File: src/rtl/bus030_pkg.sv
`default_nettype none
// ============================================================================
//  Module      : bus030_pkg
//  Description : Shared types and constants for the 68030-style bus-cycle
//                initiator: state encoding, SIZ codes, DSACK port sizes.
//  Revision    : 1.0  initial release
// ============================================================================
package bus030_pkg;

    // Bus-cycle sequencer states
    typedef enum logic [2:0] {
        ST_IDLE  = 3'd0,
        ST_S0    = 3'd1,
        ST_S1    = 3'd2,
        ST_S2    = 3'd3,
        ST_WAIT  = 3'd4,
        ST_LATCH = 3'd5,
        ST_S5    = 3'd6,
        ST_TERM  = 3'd7
    } state_t;

    // 68030 SIZ1:SIZ0 transfer-size encodings
    localparam logic [1:0] SIZ_LONG  = 2'b00;
    localparam logic [1:0] SIZ_BYTE  = 2'b01;
    localparam logic [1:0] SIZ_WORD  = 2'b10;
    localparam logic [1:0] SIZ_3BYTE = 2'b11;

    // Responder port width as reported back to the client
    localparam logic [1:0] PORT_NONE = 2'b00;
    localparam logic [1:0] PORT_8    = 2'b01;
    localparam logic [1:0] PORT_16   = 2'b10;
    localparam logic [1:0] PORT_32   = 2'b11;

    // Map active-low {DSACK1_n, DSACK0_n} to the port width it announces
    function automatic logic [1:0] dsack_to_port(input logic [1:0] dsack_n);
        logic [1:0] port;
        case (dsack_n)
            2'b00:   port = PORT_32;
            2'b01:   port = PORT_16;
            2'b10:   port = PORT_8;
            default: port = PORT_NONE;
        endcase
        return port;
    endfunction

endpackage : bus030_pkg
`default_nettype wire

File: src/rtl/bus_initiator_030_sync2.sv
`default_nettype none
// ============================================================================
//  Module      : sync2
//  Description : Parameterised-width two-flop synchroniser. Resets to all
//                ones so active-low strobes come out of reset negated.
//  Revision    : 1.0  initial release
// ============================================================================
module sync2 #(
    parameter int WIDTH = 1
) (
    input  logic             CLK,
    input  logic             RST_n,
    input  logic [WIDTH-1:0] i_d,
    output logic [WIDTH-1:0] o_q
);

    logic [WIDTH-1:0] r_meta;
    logic [WIDTH-1:0] r_sync;

    // Two back-to-back flops give the first stage a full cycle to settle
    always_ff @(posedge CLK or negedge RST_n) begin
        if (!RST_n) begin
            r_meta <= '1;
            r_sync <= '1;
        end else begin
            r_meta <= i_d;
            r_sync <= r_meta;
        end
    end

    assign o_q = r_sync;

endmodule : sync2
`default_nettype wire

File: src/rtl/bus_initiator_030.sv
`default_nettype none
// ============================================================================
//  Module      : bus_initiator_030
//  Description : 68030-style asynchronous bus-cycle initiator. Accepts one
//                read or write from a client, runs the AS/DS strobe sequence,
//                waits for DSACK/BERR (or a timeout) and returns a one-cycle
//                response carrying read data, error and port width.
//  Revision    : 1.0  initial release
// ============================================================================
module bus_initiator_030
    import bus030_pkg::*;
#(
    parameter int ADDR_W  = 28,
    parameter int DATA_W  = 32,
    parameter int TIMEOUT = 255
) (
    input  logic              CLK,
    input  logic              RST_n,
    // client request port
    input  logic              req_valid,
    output logic              req_ready,
    input  logic              req_rw,
    input  logic [ADDR_W-1:0] req_addr,
    input  logic [1:0]        req_siz,
    input  logic [DATA_W-1:0] req_wdata,
    // client response port
    output logic              resp_valid,
    output logic [DATA_W-1:0] resp_rdata,
    output logic              resp_err,
    output logic [1:0]        resp_port,
    // 68030 bus
    output logic [ADDR_W-1:0] ADDR,
    output logic              RW,
    output logic              SIZ0,
    output logic              SIZ1,
    output logic              AS_n,
    output logic              DS_n,
    output logic [DATA_W-1:0] DATA_OUT,
    output logic              DATA_OE,
    input  logic [DATA_W-1:0] DATA_IN,
    input  logic [1:0]        DSACK_n,
    input  logic              BERR_n
);

    localparam logic [15:0] C_TIMEOUT = 16'(TIMEOUT);

    state_t              r_state;
    logic [ADDR_W-1:0]   r_addr;
    logic                r_rw_out;
    logic                r_is_read;
    logic [1:0]          r_siz;
    logic [DATA_W-1:0]   r_dout;
    logic                r_oe;
    logic                r_as_n;
    logic                r_ds_n;
    logic [15:0]         r_cnt;
    logic                r_err;
    logic [1:0]          r_port;
    logic                r_resp_valid;
    logic                r_resp_err;
    logic [1:0]          r_resp_port;
    logic [DATA_W-1:0]   r_rdata;

    logic [2:0]          w_sync_q;
    logic                w_sberr_n;
    logic [1:0]          w_sdsack_n;

    // Responder strobes are asynchronous; only their synchronised copies
    // are allowed to steer the sequencer.
    sync2 #(
        .WIDTH (3)
    ) u_sync (
        .CLK   (CLK),
        .RST_n (RST_n),
        .i_d   ({BERR_n, DSACK_n}),
        .o_q   (w_sync_q)
    );

    assign w_sberr_n  = w_sync_q[2];
    assign w_sdsack_n = w_sync_q[1:0];

    // Bus-cycle sequencer; every bus and response output is registered here
    always_ff @(posedge CLK or negedge RST_n) begin
        if (!RST_n) begin
            r_state      <= ST_IDLE;
            r_addr       <= '0;
            r_rw_out     <= 1'b1;
            r_is_read    <= 1'b1;
            r_siz        <= 2'b00;
            r_dout       <= '0;
            r_oe         <= 1'b0;
            r_as_n       <= 1'b1;
            r_ds_n       <= 1'b1;
            r_cnt        <= '0;
            r_err        <= 1'b0;
            r_port       <= PORT_NONE;
            r_resp_valid <= 1'b0;
            r_resp_err   <= 1'b0;
            r_resp_port  <= PORT_NONE;
            r_rdata      <= '0;
        end else begin
            // The completion pulse is only ever raised for one cycle
            r_resp_valid <= 1'b0;
            case (r_state)
                ST_IDLE: begin
                    if (req_valid) begin
                        r_addr    <= req_addr;
                        r_rw_out  <= req_rw;
                        r_is_read <= req_rw;
                        r_siz     <= req_siz;
                        r_dout    <= req_wdata;
                        r_state   <= ST_S0;
                    end
                end
                ST_S0: begin
                    // Address has had a cycle to settle; open the cycle.
                    // Reads strobe DS with AS, writes first drive the data.
                    r_as_n <= 1'b0;
                    if (r_is_read) begin
                        r_ds_n <= 1'b0;
                    end else begin
                        r_oe <= 1'b1;
                    end
                    r_state <= ST_S1;
                end
                ST_S1: begin
                    // Write data has been on the bus a cycle; now strobe it
                    r_ds_n  <= 1'b0;
                    r_state <= ST_S2;
                end
                ST_S2: begin
                    r_cnt   <= C_TIMEOUT;
                    r_state <= ST_WAIT;
                end
                ST_WAIT: begin
                    if (!w_sberr_n) begin
                        // Bus error takes priority over a simultaneous DSACK
                        r_err   <= 1'b1;
                        r_port  <= PORT_NONE;
                        r_state <= ST_LATCH;
                    end else if (w_sdsack_n != 2'b11) begin
                        r_err   <= 1'b0;
                        r_port  <= dsack_to_port(w_sdsack_n);
                        r_state <= ST_LATCH;
                    end else if (r_cnt == 16'd1) begin
                        // No responder claimed the cycle in time
                        r_err   <= 1'b1;
                        r_port  <= PORT_NONE;
                        r_state <= ST_LATCH;
                    end else begin
                        r_cnt <= r_cnt - 16'd1;
                    end
                end
                ST_LATCH: begin
                    if (r_is_read && !r_err) begin
                        r_rdata <= DATA_IN;
                    end
                    r_as_n       <= 1'b1;
                    r_ds_n       <= 1'b1;
                    r_resp_valid <= 1'b1;
                    r_resp_err   <= r_err;
                    r_resp_port  <= r_port;
                    r_state      <= ST_S5;
                end
                ST_S5: begin
                    // Write data was held through S5; release the bus now
                    r_oe     <= 1'b0;
                    r_rw_out <= 1'b1;
                    r_state  <= ST_TERM;
                end
                ST_TERM: begin
                    // Do not start another cycle until the responder lets go
                    if (w_sync_q == 3'b111) begin
                        r_state <= ST_IDLE;
                    end
                end
                default: begin
                    r_state <= ST_IDLE;
                end
            endcase
        end
    end

    assign req_ready  = (r_state == ST_IDLE);
    assign resp_valid = r_resp_valid;
    assign resp_rdata = r_rdata;
    assign resp_err   = r_resp_err;
    assign resp_port  = r_resp_port;
    assign ADDR       = r_addr;
    assign RW         = r_rw_out;
    assign SIZ0       = r_siz[0];
    assign SIZ1       = r_siz[1];
    assign AS_n       = r_as_n;
    assign DS_n       = r_ds_n;
    assign DATA_OUT   = r_dout;
    assign DATA_OE    = r_oe;

endmodule : bus_initiator_030
`default_nettype wire

File: config.mk
export PLATFORM = sky130hd
export DESIGN_NAME = bus_initiator_030
export DESIGN_NICKNAME = d
export VERILOG_FILES = /design/src/rtl/bus030_pkg.sv /design/src/rtl/bus_initiator_030_sync2.sv /design/src/rtl/bus_initiator_030.sv
export SDC_FILE = /design/constraint.sdc
export NUM_CORES = 1
export LEC_CHECK = 0
export CAP_MARGIN = 20
export CORE_ASPECT_RATIO = 1.1
export CORE_MARGIN = 2
export CORE_UTILIZATION = 40
export CTS_CLUSTER_DIAMETER = 60
export DETAILED_ROUTE_END_ITERATION = 6
export PLACE_DENSITY_LB_ADDON = 0.05
export SLEW_MARGIN = 30
export SYNTH_ARGS = -nofsm -noshare
export SYNTH_HDL_FRONTEND = slang
export SYNTH_HIERARCHICAL = 1
export SYNTH_SLANG_ARGS = --single-unit
File: constraint.sdc
create_clock -name CLK -period 1.96 [get_ports CLK]
set_input_delay 0.294 -clock CLK [delete_from_list [all_inputs] [get_ports CLK]]
set_output_delay 0.294 -clock CLK [all_outputs]
set_load 0.01 [all_outputs]
==> flow_summary.yaml <==
status:
  run_status: "finished, violations left"
  violations_in_the_final_reports: "negative setup slack"
floorplan:
  placementRows: 43
  pin_count: 204
  core_region_area_sq_um: 12800
  x_dimension_of_the_die_um: 113
  die_height_um: 124
  die_area_sq_um: 14100
  initial_core_util_pct: 41.3
power_and_ir_drop:
  static-leakage-power_nw: 3.83
  power.density_nw_per_um2: 1470
  irDropWorstVdd_v: 0.000685
global_route:
  first_global_vias: 4458
  grt_util_all_layers_pct: 20.4
  grt_start_max_net_pins: 63
  overflow_after_grt: 0
  initial_antenna_violation_count: 0
  first_pass_grt_wire_length_um: 22500
critical_path:
  crit_required_ns: 2.26
  crit_path_frequent_cell: "or4_4"
  worst_path_dominant_cell_family: "simple AND/OR/NAND/NOR gates"
  worst-path-max-fanout: 4
  path_class: "register to register"
  reg2reg_from: "r_cnt[8]"
  critical_path_buf_inv_count: 0
  crit_start: "r_cnt[8]"
  crit_slowest_cell: "or4_4"
  timing.critical_path.to_type: "register"
  cells_along_the_critical_path: "or4_4 > or4_4 > o21ai_4 > and2b_1 > mux2_4"
  cp.arrival_ns: 2.42
  timing.critical_path.slowest_cell_delay_ns: 0.52
  critPathLaunchType: "register"
yosys:
  synth_edf_count: 0
  mappedNetlistArea_sq_um: 5270
  synth_nets: 604
  synth.top_cells.by_area: "dfrtp_1 (57%), nand2_1 (15%), mux2_2 (7.5%)"
  yosys.cell_count.top_type: "nand2_1"
  postSynthCellCount: 496
  syn-mean-instance-area_sq_um: 10.6
  synth.cells.most_frequent: "nand2_1 (204), dfrtp_1 (121), mux2_2 (35), dfstp_2 (10), o21ai_0 (10)"
  synthDistinctLibCells: 45
  synth_top_flop_cell: "dfrtp_1"
  synthDominantAreaCellType: "dfrtp_1"
  synth.yosys.seq_area_share_pct: 62.5
  ys_seq_elements: 131
  ys_warn_count: 6
  postSynth.asyncResetShare_pct: 100
  synthDominantCellAreaShare_pct: 57.5
clock_tree:
  tritoncts_num_sinks: 131
  insertion_delay_ns: 0.42
  cts_buffer_depth: 2
  cts_made_buffers: 17
  cts_root_buf: "clkbuf_16"
  tritoncts: "yes"
  h-tree-depth: 4
  clk_transition_reported_paths_ns: 0.05
route:
  drt-vias-per-instance: 4.85
  route.final.wire_length_um: 13800
  avgRoutedWirePerCell_um: 15.2
  route.vias.total: 4395
  ant_nets: 0
  detail_route.iter0.violations: 172
  drc: 0
  drt_pre_antenna_iters: 5
final_layout:
  diodes: 0
  layout-drive-gt1-share_pct: 17.3
  area_growth_from_synthesis_to_layout_pct: 60.0
  finish.instance_area_sq_um: 8430
  layout.nets: 845
  layout.filler_cells: 1018
timing:
  fin_crit_sh_pct: 108
  finalHoldWorstSlack_ns: 0.282
  f_max_mhz: 472
  fin_hold_viols: 0
  final_max_slew_viol_count: 0
  grt_setup_unrepaired: "true"
  timing.final.setup_violations: 12
  worst_slack_ns: -0.160
  max_slew_margin_pct: 58.1
  worst_slew_pin_slew_ns: 0.627
  timing.clock.skew_ns: 0.00839
  period_minus_slack_ns: 2.12
hold_path:
  worst_hold_path_type: "input port to register"
  hold_path.startpoint: "DSACK_n[0]"
placed_design:
  placement.cell_area_sq_um: 7720
  gp_congestion: 0.823
  place_hpwl_um: 9740
  count_of_input_and_output_buffers: 203
job:
  maxCapViolations: 0
==> worst reg2reg max path, delay by kind of cell (launching register included) <==
kind | cells | cell delay (ns)
mux | 1 | 0.30
flops | 1 | 0.38
compound gates | 1 | 0.16
simple gates | 3 | 1.17
==> cell usage in the layout, fill, tap and decap left out, types with 3 or more instances in the layout <==
cell type        synthesis  final
nor4_1                   4      3
xor2_1                   4      4
nor2_1                   9      9
clkbuf_16                0     17
clkbuf_8                 0      3
nand3_1                  7      6
buf_12                   0      4
mux2i_1                  3      3
or3_1                    6      5
dfrtp_1                121    121
o21ai_0                 10      8
dfstp_2                 10     10
nand2_1                204    202
ha_1                     7      6
buf_4                    0     33
clkbuf_1                 9      7
o211ai_1                 3      3
mux2_2                  35     35
inv_1                    7      7
clkdlybuf4s50_1          0    201
or4_1                    5      4
==> final cells by class <==
| cell class | count | area, sq um | share of cell area, % |
|---|---|---|---|
| Sequential cell | 131 | 3290 | 39.0 |
| Timing Repair Buffer | 240 | 2360 | 28.0 |
| Multi-Input combinational cell | 339 | 1980 | 23.5 |
| Clock buffer | 27 | 493 | 5.85 |
| Tap cell | 157 | 196 | 2.33 |
| Clock inverter | 5 | 77.6 | 0.921 |
| Inverter | 8 | 30.0 | 0.356 |
==> state kept, by name, summed over array words and instances (netlist names), 2 cells and up <==
name,cells
r_cnt,16
ADDR,28
u_sync/r_meta,3
r_siz,2
resp_port,2
u_sync/o_q,3
r_port,2
resp_rdata,32
r_state,3
DATA_OUT,32
==> metrics by stage <==
| step | power (W) | TNS (ns) | worst slack (ns) | cells | util, % |
|---|---|---|---|---|---|
| after floorplan | 0.00640 | -0.145 | -0.145 | 496 | - |
| after global placement | 0.00918 | -0.549 | -0.135 | 871 | 60.6 |
| after detailed placement | 0.00931 | -0.630 | -0.139 | 871 | 60.6 |
| after CTS | 0.0125 | -0.519 | -0.143 | 904 | 65.2 |
| after global routing | 0.0132 | -2.15 | -0.217 | 907 | 66.1 |
| final | 0.0124 | -0.967 | -0.160 | 907 | 66.1 |
==> routing by layer <==
layer  up-vias  wire [um]  global-route usage [%]
met1      2115       5590                    24.2
met4         0        224                    7.60
li1       2121          -                       -
met5         -          0                       0
met3        16       1120                    7.93
met2       143       6840                    33.5
==> what timing repair did <==
item / 4_1_cts / 5_1_grt
gates resized for setup: 6 / 18
buffers inserted: 0 / 3
pin swaps: 1 / 5
hold buffers: 1 / 0
endpoints found under the hold margin: 21 / 0
cloned: 0 / 0
endpoints found under the setup margin: 10 / 21
==> report_power, final <==
group,leakage (nW),switching [W],internal [W]
logic,1.99,0.00211,0.00281
clock network,0.276,0.00109,0.00197
registers,1.56,0.000564,0.00382
total,3.83,0.00377,0.00860
==> final timing paths <==
kind | end | slack [ns] | depth (start not counted)
max | r_state[1] | -0.16 | 5
min | u_sync/r_meta[0] | 0.28 | 1
max reg2reg | r_state[1] | -0.16 | 5
min reg2reg | u_sync/o_q[0] | 0.36 | 0
max in group asynchronous | DATA_OUT[28] | 0.95 | 3
min in group asynchronous | ADDR[6] | 0.35 | 2
==> cells by family after synthesis <==
kind of cell               share of synthesized area, %
AOI/OAI and AO/OA                                  4.73
xor gates and xnor gates                          0.665
adders and majority gates                          1.66
buffers and inverters                              1.85
DFF                                                62.5
muxes                                              8.48
and+or+nand+nor                                    20.1
Note: power is estimated with default switching activity, not from simulation.
==> variant 1 (same settings) <==
Change the parameter `ADDR_W` from 28 to 56.
--- a/src/rtl/bus_initiator_030.sv
+++ b/src/rtl/bus_initiator_030.sv
@@ -10,7 +10,7 @@
 module bus_initiator_030
     import bus030_pkg::*;
 #(
-    parameter int ADDR_W  = 28,
+    parameter int ADDR_W  = 56,
     parameter int DATA_W  = 32,
     parameter int TIMEOUT = 255
 ) (
Interface: changed (resized ADDR and req_addr); port bits go from 204 to 260. No check against the original RTL was run, so the function may have changed too.
==> variant 1 against the unedited design <==
- non-clock buffer count is 42 higher
- clock skew is 0.0026 ns higher
- worst setup slack better by 0.20 ns
- cell area is 18% higher
- area after synthesis is 20% higher
- sequential cell count is 28 higher
- power is 20% higher
- wire length is 16% higher
- first-iteration DRC count is 4.1% lower
==> variant 1: results (changes against the unedited design) <==
[status]
status=finished, final reports clean

[routing]
dr_total_vias=4553  ; +3.6%
drt-vias-per-instance=4.94  ; +1.9%
drt-pass1-iter-count=4  ; -1
wl_per_cell_um=17.3  ; +14%
drt_iter0_drc=165  ; -4.1%

[synthesis]
yosysWarnings=6  ; unchanged
synth_nets=562  ; -7.0%
synth_area_leaders=dfrtp_1, mux2_2, dfstp_2
ys_seq_area_share_pct=63.1  ; +0.60 points
ys_top_cells_by_count=dfrtp_1, mux2_2, nand2_1
synth_cell_types=48  ; +6.7%
ys.flop_type=dfrtp_1
netlist_instances=426  ; -14%

[sta]
worst_slew_pin_slew_ns=0.437  ; -0.190 ns
fin_skew_ns=0.0110  ; +0.00263 ns

[critical_path]
r2r-start=r_cnt[1]$_DFFE_PN0P_
crit_arrival_ns=2.22  ; -0.20 ns
max_stage_delay_ns=0.39  ; -0.13 ns
reg2reg_slack_ns=0.04  ; +0.20 ns
slowest_stage=dfrtp_1
crit_end=r_state[1]$_DFFE_PN0P_
critPathMaxFanout=2  ; -2
r2r_cells=6  ; +1

[grt]
grt_max_degree=53  ; -16%
grt_pass1_wl_um=24500  ; +8.5%
grt_pass1_vias=4918  ; +10%
grt.total_usage_pct=19.2  ; -1.2 points

[placed_design]
port-buffer-count=259  ; +28%
place_hpwl_um=11800  ; +22%
placed_area_sq_um=9320  ; +21%
placed_cells=888  ; +2.0%
gp_congestion=0.796  ; -3.2%

[clock_network]
insertion_delay_ns=0.42  ; about the same
cts_made_buffers=17  ; unchanged
cts_root_buf=clkbuf_16
path_clk_slew_ns=0.06

[cells_and_area]
drive_above_1_share_pct=28.0  ; +11 points
largest_register_ffs=56
fillerInstances=1239  ; +22%
final_nets=845  ; unchanged
n_antenna_cell=0  ; unchanged

[power]
ir_worst_vdd_mv=0.775  ; +13%
power_leakage_nw=4.20  ; +9.8%

[variant 1: cell types whose count changed after synthesis, sizes merged, moves of 5 or more]
cell   unedited run  this run
nand2           204        13
mux2             37       125
dfrtp           121       149
o31ai             2         7
[variant 1: per-layer routing]
metal	vias to the layer above	GRT usage, %	wire length [um]
met1	2237	20.3	5790
met5	-	0	0
met3	29	9.27	1620
met4	0	9.18	488
met2	185	32.1	8040
li1	2102	-	-
[variant 1: cells by family after synthesis]
kind of cell	count (synthesis)	synth area share (%)
DFF	159	63.1
muxes	126	22.4
and+or+nand+nor	60	6.15
AOI/OAI and AO/OA	45	4.88
buffers and inverters	29	2.10
adders and majority gates	7	1.38
[variant 1: per-stage QoR]
step	hold slack [ns]	util, %	setup WS [ns]	setup TNS, ns
floorplan	-0.00159	-	0.0283	0
global placement	0.212	59.7	0.0883	0
detailed placement	0.214	59.7	0.0312	0
CTS	0.258	63.4	0.0187	0
global route	0.264	63.6	-0.0759	-0.0904
finish	0.281	63.6	0.0399	0
[variant 1: power breakdown]
part / internal, W / switching (W) / total (W)
Sequential: 0.00476 / 0.000711 / 0.00547
Combinational: 0.00394 / 0.00237 / 0.00631
Clock: 0.00181 / 0.00128 / 0.00310
Total: 0.0105 / 0.00436 / 0.0149
[variant 1: worst max-delay path: cells and delay by family (launching register included)]
family	cells	cell delay, ns
compound gates	1	0.34
fa+ha+maj	1	0.13
buf+inv	1	0.08
flops	1	0.39
mux	1	0.35
simple gates	2	0.52
[variant 1: cell type report]
class                           count  share of cell area [%]
Clock buffer                       23                    4.71
Sequential cell                   159                    40.2
Inverter                           11                   0.416
Multi-Input combinational cell    238                    22.7
Tap cell                          200                    2.52
Clock inverter                      9                   0.869
Timing Repair Buffer              282                    28.6
[variant 1: repair_timing]
| item | 4_1_cts | 5_1_grt |
|---|---|---|
| buffers inserted | 0 | 1 |
| endpoints found under the hold margin | 24 | 0 |
| gates cloned | 0 | 0 |
| resized for setup | 6 | 10 |
| pin swaps | 0 | 2 |
| endpoints found under the setup margin | 1 | 32 |
| hold buffers | 1 | 0 |
[variant 1: worst min-delay path by stage]
stage	from	to	slack [ns]	depth (start not counted)
2_1_floorplan	RST_n	ADDR[0]$_DFFE_PN0P_	-0.002	0
5_1_grt	DSACK_n[0]	u_sync/r_meta[0]$_DFF_PN1_	0.26	1
3_5_place_dp	RST_n	r_cnt[10]$_DFFE_PN0P_	0.21	1
4_1_cts	DSACK_n[0]	u_sync/r_meta[0]$_DFF_PN1_	0.26	1
3_3_place_gp	RST_n	r_cnt[10]$_DFFE_PN0P_	0.21	1
6_report	DSACK_n[0]	u_sync/r_meta[0]$_DFF_PN1_	0.28	1
==> variant 2 (same flow settings) <==
Made on the original files. Register the output `resp_err` once more, with the module's reset; this adds one clock of latency there. The other outputs are not delayed to match.
--- a/src/rtl/bus_initiator_030.sv
+++ b/src/rtl/bus_initiator_030.sv
@@ -184,7 +184,13 @@
     assign req_ready  = (r_state == ST_IDLE);
     assign resp_valid = r_resp_valid;
     assign resp_rdata = r_rdata;
-    assign resp_err   = r_resp_err;
+    always_ff @(posedge CLK or negedge RST_n) begin
+        if (!RST_n) begin
+            resp_err <= '0;
+        end else begin
+            resp_err <= r_resp_err;
+        end
+    end
     assign resp_port  = r_resp_port;
     assign ADDR       = r_addr;
     assign RW         = r_rw_out;
Behaviour: not the same (Yosys sat finds a counterexample within 10 cycles, from zero or initial values and one cycle with RST_n low).
==> variant 2 against the unedited design <==
- sequential share of layout area grew 0.13 points
- wire length shrank 4.6%
- largest cell class unchanged
- power shrank 11%
- sequential cell count grew 1
- area after synthesis grew 2.4%
- cell area grew 0.42%
- worst setup slack gained 0.28 ns
- die area grew 2.3%
==> variant 2: results (changes against the unedited design) <==
[critical_path]
crit_path_start=r_state[1]$_DFFE_PN0P_
critPathMaxFanout=5  ; +1
crit_arrival_ns=2.17  ; -0.25 ns
reg2reg_slack_ns=0.12  ; +0.28 ns
r2r-start=r_state[1]$_DFFE_PN0P_
r2r_cells=4  ; -1
slowest_stage=or3b_1

[power]
power.switching_w=0.00297  ; -21%
p_sw_share_pct=26.8  ; -3.6 points
ir_worst_vdd_mv=0.941  ; +37%
pwr-share-seq_pct=37.1  ; +1.7 points
power_leakage_nw=3.89  ; +1.5%

[placed_design]
gp_congestion=0.842  ; +2.4%
placed_cells=753  ; -14%
place_hpwl_um=9830  ; +0.94%
placed_area_sq_um=7790  ; +0.87%
pre_cts_ws_ns=0.0906  ; +0.229 ns

[routing]
drt_iter0_drc=128  ; -26%
drt-vias-per-instance=5.02  ; +3.6%
wl_per_cell_um=16.7  ; +9.7%
drt-pass1-iter-count=6  ; +1

[sta]
worst_slew_pin_slew_ns=0.470  ; -0.157 ns
fmax_ghz=0.543  ; +15%
fin_skew_ns=0.00733  ; -0.00107 ns

[cells_and_area]
area_delta_synth_final_pct=56.9
fin_cells=789  ; -13%
fillerInstances=1073  ; +5.4%

[synthesis]
synth-compound-area-share_pct=4.50  ; -0.23 points
synth_nets=482  ; -20%
ys_top_cells_by_count=dfrtp_1, mux2_2, mux2_1
synth.avg_cell_area_sq_um=14.2  ; +34%
synthArstFlopShare_pct=100  ; unchanged
synth_cell_types=48  ; +6.7%
ys_seq_area_share_pct=61.5  ; -1.0 points
synthAdderAreaFrac_pct=0.464  ; -1.2 points
synth-xor-area-share_pct=0  ; -0.67 points
synthMuxAreaShare_pct=21.9  ; +13 points

[hold_path]
min_from=DSACK_n[1]
min_to=u_sync/r_meta[1]$_DFF_PN1_

[grt]
grt_pass1_vias=4277  ; -4.1%
grt_pass1_wl_um=21300  ; -5.6%
grt.total_usage_pct=19.1  ; -1.3 points
grt_max_degree=39  ; -38%

[status]
status=finished, final reports clean

variant 2: what timing repair did:
| item | 4_1_cts | 5_1_grt |
|---|---|---|
| hold buffers | 1 | 0 |
| endpoints found under the setup margin | 1 | 6 |
| resized for setup | 1 | 2 |
| setup buffers | 0 | 3 |
| endpoints found under the hold margin | 29 | 0 |
| pin swaps | 0 | 1 |
variant 2: metal layers:
| metal | vias to the layer above | track usage (%) | routed length (um) |
|---|---|---|---|
| li1 | 1847 | - | - |
| met1 | 1964 | 21.1 | 4990 |
| met2 | 130 | 31.9 | 6700 |
| met3 | 19 | 8.52 | 1200 |
| met4 | 0 | 7.94 | 249 |
| met5 | - | 0 | 0 |
variant 2: layout make-up:
cell class	instances	share of cell area [%]
timing repair buffer	233	27.5
multi-input combinational	223	23.1
clock inverter	10	1.80
tap	161	2.38
sequential	132	39.2
clock buffer	22	5.60
inverter	8	0.355
variant 2: logic make-up after synthesis:
family          count (synthesis)
flops                         132
mux                           106
simple gates                   79
compound gates                 36
buf+inv                        24
fa+ha+maj                       2
